## src/rtl/sync_fifo_bypass.sv

```systemverilog
// Synchronous FIFO that requests an arbiter slot and drains one word per grant.
// Define BYPASS_PATH_EN to let writes into an empty, granted FIFO skip the memory.
module sync_fifo_bypass #(
  parameter int DEPTH = 8,
  parameter int WIDTH = 8
) (
  input  logic             CLK,
  input  logic             Reset,
  input  logic             i_WrEn,
  input  logic [WIDTH-1:0] i_WrData,
  input  logic             i_Grant,
  output logic             o_Valid,
  output logic [WIDTH-1:0] o_Data,
  output logic             o_Grant
);

  localparam int AW = $clog2(DEPTH);
  localparam int CW = AW + 1;

  logic [WIDTH-1:0] mem_q [DEPTH];
  logic [AW-1:0]    wr_ptr_q, wr_ptr_d;
  logic [AW-1:0]    rd_ptr_q, rd_ptr_d;
  logic [CW-1:0]    count_q, count_d;
  logic             valid_q, valid_d;
  logic [WIDTH-1:0] data_q, data_d;

  logic empty, full, bypass, pop, push;

  always_comb begin
    empty = (count_q == '0);
    full  = (count_q == CW'(DEPTH));
`ifdef BYPASS_PATH_EN
    bypass  = empty & i_WrEn & i_Grant;
    o_Grant = i_WrEn | ~empty;
`else
    bypass  = 1'b0;
    o_Grant = ~empty;
`endif
    // A pop frees a slot this cycle, so a write to a full FIFO is still taken.
    pop  = ~empty & i_Grant;
    push = i_WrEn & ~bypass & (~full | pop);
  end

  always_comb begin
    wr_ptr_d = wr_ptr_q;
    rd_ptr_d = rd_ptr_q;
    count_d  = count_q;
    valid_d  = 1'b0;
    data_d   = data_q;

    if (bypass) begin
      valid_d = 1'b1;
      data_d  = i_WrData;
    end else if (pop) begin
      valid_d  = 1'b1;
      data_d   = mem_q[rd_ptr_q];
      rd_ptr_d = rd_ptr_q + AW'(1);
    end

    if (push) begin
      wr_ptr_d = wr_ptr_q + AW'(1);
    end

    if (push && !pop) begin
      count_d = count_q + CW'(1);
    end else if (pop && !push) begin
      count_d = count_q - CW'(1);
    end
  end

  always_ff @(posedge CLK or posedge Reset) begin
    if (Reset) begin
      wr_ptr_q <= '0;
      rd_ptr_q <= '0;
      count_q  <= '0;
      valid_q  <= 1'b0;
      data_q   <= '0;
    end else begin
      wr_ptr_q <= wr_ptr_d;
      rd_ptr_q <= rd_ptr_d;
      count_q  <= count_d;
      valid_q  <= valid_d;
      data_q   <= data_d;
    end
  end

  // Storage has no reset; the pointers alone decide what is live.
  always_ff @(posedge CLK) begin
    if (push) begin
      mem_q[wr_ptr_q] <= i_WrData;
    end
  end

  assign o_Valid = valid_q;
  assign o_Data  = data_q;

endmodule

```

## config.mk

```make
export PLATFORM = sky130hd
export DESIGN_NAME = sync_fifo_bypass
export DESIGN_NICKNAME = d
export VERILOG_FILES = /design/src/rtl/sync_fifo_bypass.sv
export SDC_FILE = /design/constraint.sdc
export NUM_CORES = 1
export LEC_CHECK = 0
export ABC_AREA = 1
export CAP_MARGIN = 20
export CELL_PAD_IN_SITES_DETAIL_PLACEMENT = 2
export CELL_PAD_IN_SITES_GLOBAL_PLACEMENT = 2
export CORE_MARGIN = 5
export CORE_UTILIZATION = 30
export CTS_CLUSTER_DIAMETER = 80
export DETAILED_ROUTE_END_ITERATION = 16
export PLACE_DENSITY = 0.72
export SYNTH_ARGS = -nofsm -noshare
export SYNTH_HDL_FRONTEND = slang
export SYNTH_SLANG_ARGS = --single-unit
```

## constraint.sdc

```tcl
create_clock -name CLK -period 4.8 [get_ports CLK]
set_input_delay 0.48 -clock CLK [delete_from_list [all_inputs] [get_ports CLK]]
set_output_delay 0.48 -clock CLK [all_outputs]
set_load 0.005 [all_outputs]
```

# After elaboration in Yosys (flattened, before gate mapping)
# Memories as Yosys holds them, arrays and structs flattened. A register that Yosys moved wholly into a read port is not among the register bits.
# Cells that the tools add are included.
[totals] input_bits=12 word_cells=26 ram_bits=64 output_inout_bits=10 ff_bits=11 mem_count=1
[op_classes] addsub=4 bitwise=5 eq_ne=1 mux=5 reduce_logical=6
[mem_list] memory="mem_q" words=8 width=8 read_ports=1 rd_clocked_by_memory_dff=1 wr=1 line_no="20" source="logic [WIDTH-1:0] mem_q [DEPTH];"
[ops] operator="$mux 4" n=2
[ops] operator="$add 3x1->3 const B" n=2
[ops] operator="$add 4x1->4 const B" n=1
[ops] operator="$eq 4x4->1 const B" n=1
[ops] operator="$logic_not 4->1" n=1
[ops] operator="$sub 4x1->4 const B" n=1
[ops] operator="$mux 1" n=3
[ops] operator="$and 1x1->1" n=2
[ops] operator="$logic_and 1x1->1" n=2
[ops] operator="$logic_not 1->1" n=2
[ops] operator="$not 1->1" n=2
[ops] operator="$reduce_bool 2->1" n=1
[ops] operator="$or 1x1->1" n=1

# Logic depth before layout (Yosys ltp)
[logic_depth] word_depth=9 depth_mapped=14

# Least setup slack after synthesis
# OpenSTA, ideal clock, no wires.
[synth_timing] path_kind="flip-flop to flip-flop" start="register count_q[0]" end="register count_q[3]" period_less_slack_ps=2008 arrival_ps=1891 stages_incl_launch_ff=13 path_buffers=1 slack_ps=2792 setup_time_ps=116 cell_sequence="dfrtp_1 > nor2_2 > nand3_2 > nand2_2 > buf_6 > ha_1 > inv_1 > ha_1 > or2_2 > nand3_1 > nand2_1 > nand2_1 > nand2_1"
[synth_via] elab_chain_cells=8 word_cells_on_any_way=16 classes_between="add/sub (2); eq/ne (1); mux (2); bitwise (5); reduce/logical (6)"
[synth_rtl] item="start: declaration" line_no="23" source="logic [CW-1:0] count_q, count_d;"
[synth_rtl] item="start signal: assignment" line_no="81" source="count_q <= count_d;"
[synth_rtl] item="$logic_not 4->1 *" line_no="30" source="empty = (count_q == '0);"
[synth_rtl] item="$not 1->1 *"
[synth_rtl] item="net o_Grant" line_no="14" source="output logic o_Grant"
[synth_rtl] item="$and 1x1->1 *" line_no="40" source="pop = ~empty & i_Grant;"
[synth_rtl] item="$or 1x1->1" line_no="41" source="push = i_WrEn & ~bypass & (~full | pop);"
[synth_rtl] item="$and 1x1->1" line_no="41"
[synth_rtl] item="$logic_not 1->1" line_no="66" source="end else if (pop && !push) begin"
[synth_rtl] item="$logic_and 1x1->1" line_no="66"
[synth_rtl] item="$reduce_bool 2->1 (no line)"
# The timed path passes the listed nets; every way through them passes the cells marked *. The select of a mux whose other input is x is not followed.
# A chain may end at the register's enable or synchronous reset.

# Worst setup path after layout
[layout_timing] start="input port i_Grant" end="register count_q[3]"
[layout_via] elab_chain_cells=6 word_cells_on_any_way=9 classes_between="mux (1); bitwise (3); reduce/logical (5)"
[layout_rtl] item="start: declaration" line_no="11" source="input logic i_Grant,"
[layout_rtl] item="$and 1x1->1 *" line_no="40"
[layout_rtl] item="$or 1x1->1 *" line_no="41"
[layout_rtl] item="$and 1x1->1 *" line_no="41"
[layout_rtl] item="net push" line_no="27" source="logic empty, full, bypass, pop, push;"
[layout_rtl] item="$logic_not 1->1" line_no="66"
[layout_rtl] item="$logic_and 1x1->1" line_no="66"
[layout_rtl] item="$reduce_bool 2->1 (no line)"
# The timed path passes the listed nets; every way through them passes the cells marked *.

==> results.tsv <==
metric	value	unit
clock buffer count from CTS	9	
Via density	4.72	
Setup crit end kind	flip-flop	
Clock transition at path regs	0.06	ns
Max VDD drop	0.000267	V
gp weighted congestion	0.768	
total core area	12000	um^2
most instantiated cells after synthesis	126 x nand2_1, 64 x edfxtp_1, 56 x inv_1, 52 x nand3_1, 19 x dfrtp_1	
Clk Latency, worst-skew pair	0.33	ns
Unique masters post-synth	22	
initial antenna violation count	0	
Post-synth ARST share	0.229	
Ys Warns	0	
leakage	0.00186	uW
WL final	9.28	mm
final core utilization	0.354	
Final Cycle Share	0.477	
fmax	437	MHz
share of power burned in combinational logic	0.322	
DR pass1 iterations	4	
post-synth top area share	0.521	
most frequent cell after synthesis	nand2_1	
Seq/Total Area, Yosys	0.650	
gr usage total	0.139	
Die W	121	um
WHS Path Cells	2	
top cells by area, synth	edfxtp_1 52%, dfrtp_1 13%, nand2_1 13%, nand3_1 7.1%, inv_1 5.7%	
Final setup viols	0	
1st-iter DRT viols	90	
Final Slew Violations	0	
Layout Nets	400	
worst path required time	5.08	ns
largest net degree at the start of global routing	34	
Syn Inst Count	362	
Hold-fix buffers, CTS	0	
syn nets	380	
placed cells	518	
die area	14600	um^2
Clk pwr share	0.258	
DRC viols	0	
total negative slack	0	ns
Resized cells post-CTS	0	
Post-DRT Antenna Nets	0	
Sw Share	0.362	
reg2reg end	count_q[3]	
Syn Area/Cell	10.2	um^2
Synth Register Bits	83	
r2r startpoint	count_q[0]	
Worst-Margin Slew	0.834	ns
first-pass GRT wire length	15.0	mm
power density over cell area	598	nW/um^2
Min-Delay Startpoint	o_Data[7]	
synthesis-to-finish area growth	15.3	%
Mapped Area	3690	um^2
FILL cells	1305	
root buffer cell	clkbuf_16	
Psw	920	uW
Starting Density	0.307	
htree depth	3	
share of cells above drive strength 1	0.0594	
Vias	2518	
Relative slew margins	0.442	
final hold slack	0.483	ns
Crit Path Max Fanout	6	
PortBufs	21	
Clock Tree Buf Depth	2	
Reg2Reg Setup Slack	2.53	ns
DP HPWL	6.55	mm
GRT overflow	0	
Die Y	121	um
final-report hold violation count	0	
Int Power	1620	uW
status	completed	
Max Cap Viol	0	
part of the power in registers	0.420	
CTS tree	yes	
post-layout min period	2.29	ns
CP Class	input port to flip-flop	
Critical Path Start Type	input port	
fin cells	534	
Worst EP arrival	2.56	ns
num rows	40	
clock sink total	83	
Yosys top cell by area	edfxtp_1	
Ports	22	
Layout Skew	0.00763	ns
Hold Path Class	flip-flop to flip-flop	
Post-synth EDFFs	64	
Antenna diodes	0	
unrepaired setup endpoints after global routing	no	
Post-CTS Setup Repair Bufs	0	
Wirelength per Cell	17.4	um
Worst Hold End	o_Data[7]	
FF-to-FF path depth	12	
Primary FF master, synth	edfxtp_1	
vias in the first global route	2833	
[placed cells by master (no fill, tap or decap)]
| cell type | count |
|---|---|
| clkbuf_1 | 2 |
| clkinv_2 | 1 |
| clkbuf_16 | 9 |
| or2_2 | 1 |
| inv_1 | 56 |
| nand2_2 | 1 |
| nor2_2 | 1 |
| dfrtp_1 | 19 |
| or2_4 | 1 |
| nand3_2 | 2 |
| edfxtp_1 | 64 |
| nor2_1 | 10 |
| ha_1 | 5 |
| xnor2_1 | 2 |
| nand2_1 | 126 |
| clkdlybuf4s50_1 | 21 |
| clkbuf_8 | 3 |
| clkinv_1 | 2 |
| fa_1 | 1 |
| xor2_1 | 1 |
| nand3_1 | 52 |
| buf_4 | 1 |
| o21ai_0 | 3 |
| inv_2 | 2 |
| inv_4 | 1 |
[sequential cells by signal, indices dropped and copies added, names as in the netlist]
signal	flops
mem_q	64
o_Data	8
count_q	4
rd_ptr_q	3
wr_ptr_q	3
o_Valid	1
[stage by stage]
stage / instance area [um^2] / setup WS (ns) / total power, uW
4_1_cts: 4250 / 2.49 / 2590
5_1_grt: 4250 / 2.29 / 2740
3_5_place_dp: 3970 / 2.15 / 1920
3_3_place_gp: 3970 / 2.24 / 1870
6_report: 4250 / 2.51 / 2540
2_1_floorplan: 3690 / 2.79 / 1630
[power by group through the flow]
| stage | Combinational [uW] | Clock [uW] | Sequential, uW |
|---|---|---|---|
| floorplan | 628 | 0 | 1010 |
| CTS | 846 | 670 | 1070 |
| detailed placement | 839 | 0 | 1090 |
| finish | 818 | 655 | 1070 |
| global placement | 794 | 0 | 1070 |
| global route | 937 | 712 | 1090 |
[kinds of logic after synthesis]
kind of cell | after synthesis | share of synthesized area
buffers and inverters | 73 | 0.0940
adder cells (fa/ha/maj) | 6 | 0.0224
AO/OA/AOI/OAI | 3 | 0.00407
flip-flops | 83 | 0.650
AND/OR/NAND/NOR | 194 | 0.222
XOR/XNOR | 3 | 0.00713
[worst max path at each step]
stage	from	end	slack, ns	cells after the start
detailed placement	i_Grant	count_q[3]	2.15	14
floorplan	count_q[0]	count_q[3]	2.79	12
global route	count_q[0]	count_q[3]	2.29	12
finish	i_Grant	count_q[3]	2.51	14
global placement	i_Grant	count_q[3]	2.24	13
CTS	count_q[0]	count_q[3]	2.49	12
[layout make-up]
type                    count  area [um^2]  area share
inverters                  60          228      0.0536
well taps                 147          184      0.0433
multi-input cells         206          942       0.222
clock inverters             2         8.76     0.00206
flip-flops and latches     83         2400       0.564
repair buffers             22          218      0.0512
clock buffers              14          274      0.0644
[worst max-delay path: stages]
cell	delay, ns
clkdlybuf4s50_1	0.50
nor2_1	0.05
nand3_1	0.08
nand2_1	0.08
inv_1	0.16
ha_1	0.19
inv_1	0.09
ha_1	0.31
or2_2	0.31
nand2_1	0.08
nand3_1	0.07
nand2_1	0.06
nand2_1	0.05
nand2_1	0.05
[per-layer routing]
layer / up-vias / share of wire / GRT usage
li1: 1187 / - / -
met1: 1276 / 0.41 / 0.150
met2: 36 / 0.53 / 0.252
met3: 19 / 0.024 / 0.0327
met4: 0 / 0.037 / 0.0708
met5: - / 0 / 0
(Power assumes the default switching activity.)
